[config.mk]
export PLATFORM = sky130hd
export DESIGN_NAME = traffic_phase_ctrl
export DESIGN_NICKNAME = d
export VERILOG_FILES = /design/src/rtl/traffic_phase_ctrl.sv
export SDC_FILE = /design/constraint.sdc
export NUM_CORES = 1
export LEC_CHECK = 0
export CORE_MARGIN = 2
export CORE_UTILIZATION = 40
export DETAILED_ROUTE_END_ITERATION = 12
export GPL_ROUTABILITY_DRIVEN = 0
export HOLD_SLACK_MARGIN = 0.05
export SLEW_MARGIN = 20
export SYNTH_ARGS = -nofsm -noshare
export SYNTH_HDL_FRONTEND = slang
export SYNTH_SLANG_ARGS = --single-unit
[constraint.sdc]
create_clock -name clk -period 2.45 [get_ports clk]
set_input_delay 0.49 -clock clk [delete_from_list [all_inputs] [get_ports clk]]
set_output_delay 0.49 -clock clk [all_outputs]
set_load 0.005 [all_outputs]
[src/rtl/traffic_phase_ctrl.sv]
// Multi-way traffic phase controller: rotating green/yellow/all-red phases,
// an optional pedestrian walk phase, and a night-mode flashing-yellow override.
module traffic_phase_ctrl #(
    parameter int NWAY     = 2,
    parameter int CNT_W    = 8,
    parameter int GREEN_T  = 10,
    parameter int YELLOW_T = 3,
    parameter int ALLRED_T = 1,
    parameter int WALK_T   = 6,
    parameter int FLASH_T  = 4,
    parameter int AW       = (NWAY > 1) ? $clog2(NWAY) : 1
) (
    input  logic                clk,
    input  logic                rst_n,
    input  logic                en,
    input  logic                night,
    input  logic                ped_req,
    output logic [3*NWAY-1:0]   light,
    output logic                walk,
    output logic [AW-1:0]       active_way,
    output logic                ped_pending
);

    typedef enum logic [2:0] {
        S_ALLRED = 3'd0,
        S_GREEN  = 3'd1,
        S_YELLOW = 3'd2,
        S_WALK   = 3'd3,
        S_FLASH  = 3'd4
    } state_t;

    localparam logic [CNT_W-1:0] CNT_ZERO  = {CNT_W{1'b0}};
    localparam logic [CNT_W-1:0] CNT_ONE   = {{(CNT_W-1){1'b0}}, 1'b1};
    localparam logic [CNT_W-1:0] GREEN_LD  = CNT_W'(GREEN_T - 1);
    localparam logic [CNT_W-1:0] YELLOW_LD = CNT_W'(YELLOW_T - 1);
    localparam logic [CNT_W-1:0] ALLRED_LD = CNT_W'(ALLRED_T - 1);
    localparam logic [CNT_W-1:0] WALK_LD   = CNT_W'(WALK_T - 1);
    localparam logic [CNT_W-1:0] FLASH_LD  = CNT_W'(FLASH_T - 1);
    localparam logic [AW-1:0]    LAST_WAY  = AW'(NWAY - 1);
    localparam logic [AW-1:0]    WAY_ZERO  = {AW{1'b0}};
    localparam logic [AW-1:0]    WAY_ONE   = AW'(1);

    state_t              r_state,     w_state_nx;
    logic [CNT_W-1:0]    r_cnt,       w_cnt_nx;
    logic [AW-1:0]       r_way,       w_way_nx;
    logic                r_phase,     w_phase_nx;
    logic                r_from_walk, w_from_walk_nx;
    logic                r_ped,       w_ped_nx;
    logic [3*NWAY-1:0]   r_light,     w_light_nx;
    logic                r_walk,      w_walk_nx;
    logic                w_enter_walk;

    // State, counters and registered lamp outputs.
    always_ff @(posedge clk or negedge rst_n) begin
        if (!rst_n) begin
            r_state     <= S_ALLRED;
            r_cnt       <= ALLRED_LD;
            r_way       <= LAST_WAY;
            r_phase     <= 1'b1;
            r_from_walk <= 1'b0;
            r_ped       <= 1'b0;
            r_light     <= {NWAY{3'b100}};
            r_walk      <= 1'b0;
        end else begin
            r_state     <= w_state_nx;
            r_cnt       <= w_cnt_nx;
            r_way       <= w_way_nx;
            r_phase     <= w_phase_nx;
            r_from_walk <= w_from_walk_nx;
            r_ped       <= w_ped_nx;
            r_light     <= w_light_nx;
            r_walk      <= w_walk_nx;
        end
    end

    // Next-state, pedestrian latch and next lamp pattern.
    always_comb begin
        w_state_nx     = r_state;
        w_cnt_nx       = r_cnt;
        w_way_nx       = r_way;
        w_phase_nx     = r_phase;
        w_from_walk_nx = r_from_walk;
        w_ped_nx       = r_ped;
        w_light_nx     = {NWAY{3'b100}};
        w_walk_nx      = 1'b0;
        w_enter_walk   = 1'b0;

        if (en) begin
            if (night) begin
                if (r_state != S_FLASH) begin
                    w_state_nx = S_FLASH;
                    w_cnt_nx   = FLASH_LD;
                    w_phase_nx = 1'b1;
                end else if (r_cnt == CNT_ZERO) begin
                    w_phase_nx = ~r_phase;
                    w_cnt_nx   = FLASH_LD;
                end else begin
                    w_cnt_nx   = r_cnt - CNT_ONE;
                end
            end else if ((r_state != S_FLASH) && (r_cnt != CNT_ZERO)) begin
                w_cnt_nx = r_cnt - CNT_ONE;
            end else begin
                case (r_state)
                    S_GREEN: begin
                        w_state_nx = S_YELLOW;
                        w_cnt_nx   = YELLOW_LD;
                    end
                    S_YELLOW: begin
                        w_state_nx     = S_ALLRED;
                        w_cnt_nx       = ALLRED_LD;
                        w_from_walk_nx = 1'b0;
                    end
                    S_ALLRED: begin
                        // A walk is never granted twice in a row.
                        if (r_ped && !r_from_walk) begin
                            w_state_nx = S_WALK;
                            w_cnt_nx   = WALK_LD;
                        end else begin
                            w_state_nx = S_GREEN;
                            w_cnt_nx   = GREEN_LD;
                            w_way_nx   = (r_way == LAST_WAY) ? WAY_ZERO : (r_way + WAY_ONE);
                        end
                    end
                    S_WALK: begin
                        w_state_nx     = S_ALLRED;
                        w_cnt_nx       = ALLRED_LD;
                        w_from_walk_nx = 1'b1;
                    end
                    S_FLASH: begin
                        w_state_nx     = S_ALLRED;
                        w_cnt_nx       = ALLRED_LD;
                        w_from_walk_nx = 1'b0;
                    end
                    default: begin
                        w_state_nx     = S_ALLRED;
                        w_cnt_nx       = ALLRED_LD;
                        w_from_walk_nx = 1'b0;
                    end
                endcase
            end
        end else begin
            w_state_nx = r_state;
        end

        // Request capture runs on every edge, enabled or not.
        w_enter_walk = (w_state_nx == S_WALK) && (r_state != S_WALK);
        if (w_enter_walk) begin
            w_ped_nx = 1'b0;
        end else if (r_state == S_WALK) begin
            w_ped_nx = r_ped;
        end else begin
            w_ped_nx = r_ped | ped_req;
        end

        case (w_state_nx)
            S_GREEN, S_YELLOW: begin
                for (int k = 0; k < NWAY; k++) begin
                    if (w_way_nx == AW'(k)) begin
                        w_light_nx[3*k +: 3] = (w_state_nx == S_GREEN) ? 3'b010 : 3'b001;
                    end else begin
                        w_light_nx[3*k +: 3] = 3'b100;
                    end
                end
            end
            S_FLASH: begin
                w_light_nx = w_phase_nx ? {NWAY{3'b001}} : {NWAY{3'b000}};
            end
            S_WALK: begin
                w_walk_nx = 1'b1;
            end
            S_ALLRED: begin
                w_walk_nx = 1'b0;
            end
            default: begin
                w_walk_nx = 1'b0;
            end
        endcase
    end

    assign light       = r_light;
    assign walk        = r_walk;
    assign active_way  = r_way;
    assign ped_pending = r_ped;

endmodule

==> metrics.yaml, run 1 <==
ys_types: 44
syn_inst: 126
wl_mm: 2.440
worst_path_max_delay_cell: "a2111o_1"
slew-limit-headroom_pct: 60.81
ys_ff_latch: 22
netlist_top_cells_count: "dfrtp_1 (18), a21oi_1 (16), nor2_1 (10), nand2_1 (9)"
yosysTopAreaCell: "dfrtp_1"
grt_pass1_wl_mm: 4.291
slowest_delay_ns: 0.44
avgSynthCellArea_sq_um: 9.871
cp_data_arrival_time_ns: 2.40
drt_pass1_iterations: 4
n_antenna_cell: 0
hold_violations: 0
setup_tns_ns: 0
postCtsSetupBuffers: 0
num_rows: 20
globalRouteMet3Util_pct: 1.948
cts_sinks: 22
fin_area_sq_um: 1435
yosysSeqAreaShare_pct: 44.67
syn_nets: 133
cts_resized: 0
reg2reg_slack_ns: 0.29
vdd_drop_max_mv: 0.4423
initial_core_util_pct: 41.42
reg2reg_depth: 7
hpwlAfterDp_mm: 1.811
nets: 148
fin_worst_skew_ns: 0.002562
synthFlopType: "dfrtp_1"
fin_crit_sh_pct: 88.09
htreeDepth: 1
cts_tree: "yes"
die_area_sq_um: 3571
r2r-start: "r_cnt[0]$_DFFE_PN0P_"
holdWs_ns: 0.5416
r2r_end: "light[3]$_DFF_PN0_"
yosysMostFrequentCell: "dfrtp_1"
async_flop_share_pct: 100.0
die_x_um: 59.76
grtUsageMet2_pct: 23.14
viasPerCell: 5.613
path_cells: "inv_1 > ha_1 > nor4b_4 > and2_1 > mux2i_1 > a2111o_1 > a21oi_1"
grt.total_usage_pct: 15.77
coreArea_sq_um: 3003
placed_area_sq_um: 1383
io_buffers: 13
utilization_pct: 47.79
wire_per_inst_um: 14.10
cp.required_ns: 2.69
grt_pass1_vias: 935
cts-root-buf: "clkbuf_4"
yosys-top-cells-area: "dfrtp_1 (36%), dfstp_2 (8.5%), a21oi_1 (6.4%), nor2_1 (3.0%), nand2_1 (2.7%)"
crit_fanout: 8
slew_violations: 0
syn_area_sq_um: 1244
cts-buffers-inserted: 3
vias: 971
gr-total-overflow: 0
fill_cells: 287
post-route-min-period_ns: 2.158
worst_slew_pin_slew_ns: 0.5861
synth_top_area_share_pct: 36.22
ant_nets: 0
drv_cap: 0
p_leak_nw: 0.6100
drt_iter0_drc: 54
drc: 0
clkSlewWorstSetupHoldPaths_ns: 0.12
antenna_found_initial: 0
use_met1_pct: 24.05
die_h_um: 59.76
hp-class: "primary input to async pin"
clock.fmax_mhz: 463.3
rsz0062_at_grt: "false"
crit_path_start_kind: "flip-flop"
powerDensity_nw_per_um2: 1175
final-setup-viol-count: 0
cts_hold_buf: 0
pin_count: 14
area_delta_synth_final_pct: 15.39
yosysWarnings: 0
synth_edf_count: 0
grt.busiest_layer: "met1"
clock_latency_ns: 0.30
critPathCaptureType: "flip-flop"
grt_max_degree: 23
max-clock-path-buffers: 2
status: "finished clean"
worst-setup-path-type: "flip-flop to flip-flop"
drive_gt1_share_pct: 15.00
how the worst max path moves through the flow:
stage	from	end	slack, ns	cells after the start
final	r_cnt[0]$_DFFE_PN0P_	light[3]$_DFF_PN0_	0.29	7
after floorplan	r_cnt[0]$_DFFE_PN0P_	light[0]$_DFF_PN0_	0.56	9
after global routing	r_cnt[1]$_DFFE_PN0P_	light[3]$_DFF_PN0_	0.08	7
after detailed placement	night	light[5]$_DFF_PN1_	0.20	7
after global placement	night	light[5]$_DFF_PN1_	0.27	7
after CTS	r_cnt[0]$_DFFE_PN0P_	light[3]$_DFF_PN0_	0.29	7
layout by cell type (no fill, tap or decap), types with 2 or more instances in the layout:
master	instances
xnor2_1	3
clkbuf_4	3
nand2_1	9
clkdlybuf4s50_1	13
nand3_1	6
xor2_1	3
dfrtp_1	18
o21ai_0	6
ha_1	2
a21oi_1	16
dfstp_2	4
nor2_1	10
nand2b_1	2
nand4_1	2
a31oi_1	3
nor3_1	5
buf_4	3
inv_1	6
critical path: cells and delay by family (launching register included):
kind | cells | cell delay [ns]
simple gates | 2 | 0.67
compound gates | 2 | 0.57
flops | 1 | 0.43
fa+ha+maj | 1 | 0.16
mux | 1 | 0.14
buf+inv | 1 | 0.11
logic make-up (layout without fill, tap and decap cells):
| kind of cell | Yosys count | count (layout) | share of synthesized area [%] |
|---|---|---|---|
| and+or+nand+nor | 44 | 44 | 21.23 |
| AOI/OAI and AO/OA | 38 | 38 | 20.52 |
| DFF | 22 | 22 | 44.67 |
| buffers and inverters | 13 | 27 | 6.538 |
| xor gates and xnor gates | 6 | 6 | 4.226 |
| adders and majority gates | 2 | 2 | 2.012 |
| muxes | 1 | 1 | 0.8049 |
cell type report:
class                      count  area (sq um)  share of cell area (%)
clock buffer                   3         22.52                   1.569
inverter                       7         26.28                   1.831
sequential                    22         555.5                   38.71
tap                           33         41.29                   2.877
multi-input combinational     91         606.8                   42.28
timing repair buffer          16         152.6                   10.64
clock inverter                 1         30.03                   2.092
state kept, by name (all words and copies together) (netlist names):
name         flops
r_cnt            8
light            6
r_state          3
active_way       1
ped_pending      1
r_from_walk      1
r_phase          1
walk             1
metrics by stage:
stage | setup slack [ns] | cells | total power [mW]
3_5_place_dp | 0.2047 | 169 | 1.413
5_1_grt | 0.08483 | 173 | 1.833
6_report | 0.2917 | 173 | 1.686
4_1_cts | 0.2906 | 173 | 1.698
3_3_place_gp | 0.2708 | 169 | 1.403
2_1_floorplan | 0.5615 | 126 | 1.216
power by group:
part	internal (mW)	switching, mW	total [mW]
sequential	0.517	0.146	0.663
combinational	0.344	0.406	0.750
clock	0.165	0.109	0.274
total	1.03	0.660	1.69
layer usage:
layer,part of all wire (%),up-vias
met3,2.0,2
met5,0,-
li1,-,487
met1,54,470
met4,0.78,0
met2,43,12
Power figures use the tool's default switching activity.
==> run 2: changes to the inputs <==
--- a/config.mk
+++ b/config.mk
@@ -6,7 +6,8 @@
 export NUM_CORES = 1
 export LEC_CHECK = 0
 export CORE_MARGIN = 2
-export CORE_UTILIZATION = 40
+export CORE_UTILIZATION = 35
+export CTS_CLUSTER_SIZE = 8
 export DETAILED_ROUTE_END_ITERATION = 12
 export GPL_ROUTABILITY_DRIVEN = 0
 export HOLD_SLACK_MARGIN = 0.05
==> metrics.yaml, run 2 (synthesis results as in run 1) <==
status: "finished clean"
vias: 972  # +0.10%
drt_pass1_iterations: 4  # unchanged
area_delta_synth_final_pct: 15.39  # unchanged
r2r_end: "light[3]$_DFF_PN0_"
final-setup-viol-count: 0  # unchanged
fin_area_sq_um: 1435  # unchanged
hp-class: "primary input to async pin"
hold_violations: 0  # unchanged
drive_gt1_share_pct: 15.00  # unchanged
cts-buffers-inserted: 3  # unchanged
io_buffers: 13  # unchanged
cp_data_arrival_time_ns: 2.38  # -0.02 ns
drt_iter0_drc: 56  # +3.7%
fin_ws_ns: 0.3068  # +0.01513 ns
clkSlewWorstSetupHoldPaths_ns: 0.12  # about the same
rsz0062_at_grt: "false"
dpl_worst_slack_ns: 0.1826  # -0.02213 ns
finalPower_mw: 1.617  # -4.1%
holdWs_ns: 0.5317  # -0.009865 ns
met2_length_mm: 1.156  # +9.0%
stdcell_count: 186  # +7.5%
met3_length_um: 95  # +90%
grt_max_degree: 23  # unchanged
top_layer: "met4"
ant_nets: 0  # unchanged
viasPerCell: 5.226  # -6.9%
critPathCaptureType: "flip-flop"
coreArea_sq_um: 3363  # +12%
gr-total-overflow: 0  # unchanged
drc: 0  # unchanged
final_cell_mix: "dfrtp_1 (18), a21oi_1 (16), clkdlybuf4s50_1 (13)"
num_rows: 21  # +5.0%
reg2reg_depth: 7  # unchanged
worst_path_max_delay_cell: "a2111o_1"
layout_commonest_cell: "dfrtp_1"
r2r-start: "r_cnt[0]$_DFFE_PN0P_"
fin_crit_sh_pct: 87.48  # -0.62 points
nets: 148  # unchanged
drv_cap: 0  # unchanged
die_x_um: 63.61  # +6.4%
postCtsSetupBuffers: 0  # unchanged
grt.total_usage_pct: 14.20  # -1.6 points
crit_fanout: 8  # unchanged
fin_worst_skew_ns: 0.003978  # +0.001416 ns
die_h_um: 63.61  # +6.4%
max-clock-path-buffers: 2  # unchanged
wl_mm: 2.545  # +4.3%
cts_sinks: 22  # unchanged
reg2reg_slack_ns: 0.31  # +0.02 ns
crit_path_start_kind: "flip-flop"
post-route-min-period_ns: 2.143  # -0.01513 ns
grt_pass1_wl_mm: 4.540  # +5.8%
path_cells: "inv_1 > ha_1 > nor4b_4 > and2_1 > mux2i_1 > a2111o_1 > a21oi_1"
n_antenna_cell: 0  # unchanged
vdd_drop_max_mv: 0.4112  # -7.0%
hpwlAfterDp_mm: 1.834  # +1.2%
p_leak_nw: 0.6031  # -1.1%
cts-root-buf: "clkbuf_4"
largest_reg_flops: 8  # unchanged
initial_core_util_pct: 36.98  # -4.4 points
met1_length_mm: 1.275  # -2.5%
slowest_delay_ns: 0.44  # about the same
utilization_pct: 42.67  # -5.1 points
slew_violations: 0  # unchanged
grt_pass1_vias: 970  # +3.7%
powerDensity_nw_per_um2: 1127  # -4.1%
wire_per_inst_um: 13.68  # -3.0%
placed_cells: 182  # +7.7%
worst_slew_pin_slew_ns: 0.5636  # -0.02249 ns
placed_area_sq_um: 1399  # +1.2%
die_area_sq_um: 4046  # +13%
clock.fmax_mhz: 466.6  # +0.71%
htreeDepth: 1  # unchanged
clock_latency_ns: 0.30  # about the same
cts_tree: "yes"
cts_resized: 0  # unchanged
antenna_found_initial: 0  # unchanged
worst-setup-path-type: "flip-flop to flip-flop"
pin_count: 14  # unchanged
setup_tns_ns: 0  # unchanged
slew-limit-headroom_pct: 62.31  # +1.5 points
cp.required_ns: 2.68  # about the same
cts_hold_buf: 0  # unchanged
regMostFlops: "r_cnt"
[run 2: changes by cell type in the layout (fill, tap and decap cells not counted)]
cell	before	now
bufinv_16	1	0
clkbuf_8	0	1
[run 2: critical path: cells and delay by family (launching register included)]
| family | cells | cell delay [ns] |
|---|---|---|
| and+or+nand+nor | 2 | 0.64 |
| DFF | 1 | 0.43 |
| buffers and inverters | 1 | 0.11 |
| adders and majority gates | 1 | 0.16 |
| muxes | 1 | 0.14 |
| AOI/OAI and AO/OA | 2 | 0.59 |
[run 2: cell type report]
cell class              instances  area (sq um)
fillers                       370          1928
flip-flops and latches         22         555.5
repair buffers                 16         152.6
inverters                       7         26.28
multi-input cells              91         606.8
clock buffers                   4         36.28
well taps                      46         57.56
[run 2: worst max path at each step]
| stage | from | endpoint | slack (ns) |
|---|---|---|---|
| CTS | r_cnt[0]$_DFFE_PN0P_ | light[0]$_DFF_PN0_ | 0.32 |
| floorplan | r_cnt[0]$_DFFE_PN0P_ | light[0]$_DFF_PN0_ | 0.56 |
| finish | r_cnt[0]$_DFFE_PN0P_ | light[3]$_DFF_PN0_ | 0.31 |
| detailed placement | night | light[5]$_DFF_PN1_ | 0.18 |
| global placement | night | light[5]$_DFF_PN1_ | 0.23 |
| global route | r_cnt[0]$_DFFE_PN0P_ | light[3]$_DFF_PN0_ | 0.13 |
[run 2: routing by layer]
metal  track usage (%)  vias up
li1                  -      486
met1             19.28      471
met2             22.63       13
met3             3.750        2
met4             3.261        0
met5                 0        -
[run 2: power by group]
group	leakage [nW]	internal, mW	switching [mW]
Combinational	0.308	0.343	0.412
Sequential	0.274	0.517	0.147
Clock	0.0210	0.0907	0.107
==> run 3: changes to the inputs <==
--- a/config.mk
+++ b/config.mk
@@ -11,6 +11,7 @@
 export DETAILED_ROUTE_END_ITERATION = 12
 export GPL_ROUTABILITY_DRIVEN = 0
 export HOLD_SLACK_MARGIN = 0.05
+export REMOVE_ABC_BUFFERS = 1
 export SLEW_MARGIN = 20
 export SYNTH_ARGS = -nofsm -noshare
 export SYNTH_HDL_FRONTEND = slang
==> metrics.yaml, run 3 (synthesis results as in run 1) <==
status: "finished clean"
seq_area_sq_um: 555.5  # unchanged
use_met1_pct: 18.99  # -0.29 points
fin_worst_skew_ns: 0.009265  # +0.005287 ns
pin_count: 14  # unchanged
grt_max_degree: 23  # unchanged
antenna_found_initial: 0  # unchanged
layout_commonest_cell: "dfrtp_1"
drc: 0  # unchanged
crit_fanout: 8  # unchanged
htreeDepth: 1  # unchanged
post-route-min-period_ns: 2.168  # +0.02528 ns
max-clock-path-buffers: 2  # unchanged
p_leak_nw: 0.6153  # +2.0%
die_area_sq_um: 4046  # unchanged
num_rows: 21  # unchanged
slew-limit-headroom_pct: 69.15  # +6.8 points
hp-class: "primary input to async pin"
rsz0062_at_grt: "false"
regMostFlops: "r_cnt"
hold_violations: 0  # unchanged
grtUsageMet2_pct: 21.71  # -0.92 points
io_buffers: 13  # unchanged
die_x_um: 63.61  # unchanged
worst_slew_pin_slew_ns: 0.4613  # -0.1023 ns
wl_mm: 2.576  # +1.2%
drv_cap: 0  # unchanged
largest_reg_flops: 8  # unchanged
cts_tree: "yes"
cts_resized: 0  # unchanged
clock_latency_ns: 0.32  # +0.02 ns
hpwlAfterDp_mm: 1.840  # +0.32%
vdd_drop_max_mv: 0.5490  # +34%
viasPerCell: 5.294  # +1.3%
initial_core_util_pct: 36.98  # unchanged
ant_nets: 0  # unchanged
drive_gt1_share_pct: 15.60  # +0.60 points
cts-buffers-inserted: 3  # unchanged
globalRouteMet3Util_pct: 3.571  # -0.18 points
worst-setup-path-type: "flip-flop to flip-flop"
drt_pass1_iterations: 4  # unchanged
grt.busiest_layer: "met2"
fin_crit_sh_pct: 88.51  # +1.0 points
cts_hold_buf: 0  # unchanged
crit_path_start_kind: "flip-flop"
cts_sinks: 22  # unchanged
powerDensity_nw_per_um2: 1178  # +4.6%
fin_area_sq_um: 1459  # +1.7%
cp.required_ns: 2.69  # about the same
multi_input_area_sq_um: 606.8  # unchanged
clock.fmax_mhz: 461.2  # -1.2%
postCtsSetupBuffers: 0  # unchanged
nets: 149  # +0.68%
n_antenna_cell: 0  # unchanged
slew_violations: 0  # unchanged
cts-root-buf: "clkbuf_4"
area_delta_synth_final_pct: 17.30
critPathCaptureType: "flip-flop"
cp_data_arrival_time_ns: 2.41  # +0.03 ns
coreArea_sq_um: 3363  # unchanged
grt_pass1_vias: 961  # -0.93%
gr-total-overflow: 0  # unchanged
fill_cells: 358  # -3.2%
vias: 990  # +1.9%
clkSlewWorstSetupHoldPaths_ns: 0.14  # +0.02 ns
die_h_um: 63.61  # unchanged
drt_iter0_drc: 75  # +34%
final_cell_mix: "dfrtp_1 (18), a21oi_1 (16), clkdlybuf4s50_1 (13)"
grt.total_usage_pct: 13.70  # -0.51 points
placed_area_sq_um: 1406  # +0.54%
grt_pass1_wl_mm: 4.436  # -2.3%
setup_tns_ns: 0  # unchanged
final-setup-viol-count: 0  # unchanged
wire_per_inst_um: 13.78  # +0.68%
run 3: path summary, 6_finish.rpt:
check	start	end	slack, ns	depth (start not counted)
setup / recovery	r_cnt[0]$_DFFE_PN0P_	light[0]$_DFF_PN0_	0.28	7
hold reg to reg	ped_pending$_DFFE_PN0P_	ped_pending$_DFFE_PN0P_	0.53	2
max in group asynchronous	rst_n	light[5]$_DFF_PN1_	1.66	2
setup reg to reg	r_cnt[0]$_DFFE_PN0P_	light[0]$_DFF_PN0_	0.28	7
hold / removal	rst_n	r_cnt[1]$_DFFE_PN0P_	0.50	2
min in group clk	ped_pending$_DFFE_PN0P_	ped_pending$_DFFE_PN0P_	0.53	2
run 3: metrics by stage:
step,cells,util [%],total power [mW],setup slack (ns),hold WS (ns)
after floorplan,120,-,1.177,0.5832,0.1944
after global placement,183,41.82,1.416,0.2302,0.5134
after detailed placement,183,41.82,1.433,0.1826,0.5118
after CTS,187,43.38,1.730,0.2859,0.5126
after global routing,187,43.38,1.856,0.1111,0.5337
final,187,43.38,1.719,0.2815,0.5040
run 3: metal layers:
metal	vias up	wire length (um)
met4	0	17
met2	21	1204
li1	483	-
met1	484	1231
met5	-	0
met3	2	123
run 3: area by class of cell:
cell class                 count  share of cell area, %
multi-input combinational     91                  41.60
sequential                    22                  38.08
timing repair buffer          17                  10.98
tap                           46                  3.945
clock inverter                 1                  2.058
inverter                       7                  1.801
clock buffer                   3                  1.544
run 3: worst max-delay path: stages (launching register included):
cell and delay [ns]:
dfrtp_1 0.44, inv_1 0.12, ha_1 0.16, nor4b_4 0.29, and2_1 0.35, mux2i_1 0.14, a2111o_1 0.44, a21oi_1 0.15
run 3: report_power, final:
part / internal [mW] / switching, mW
combinational: 0.355 / 0.414
sequential: 0.517 / 0.148
clock: 0.165 / 0.120
total: 1.04 / 0.682
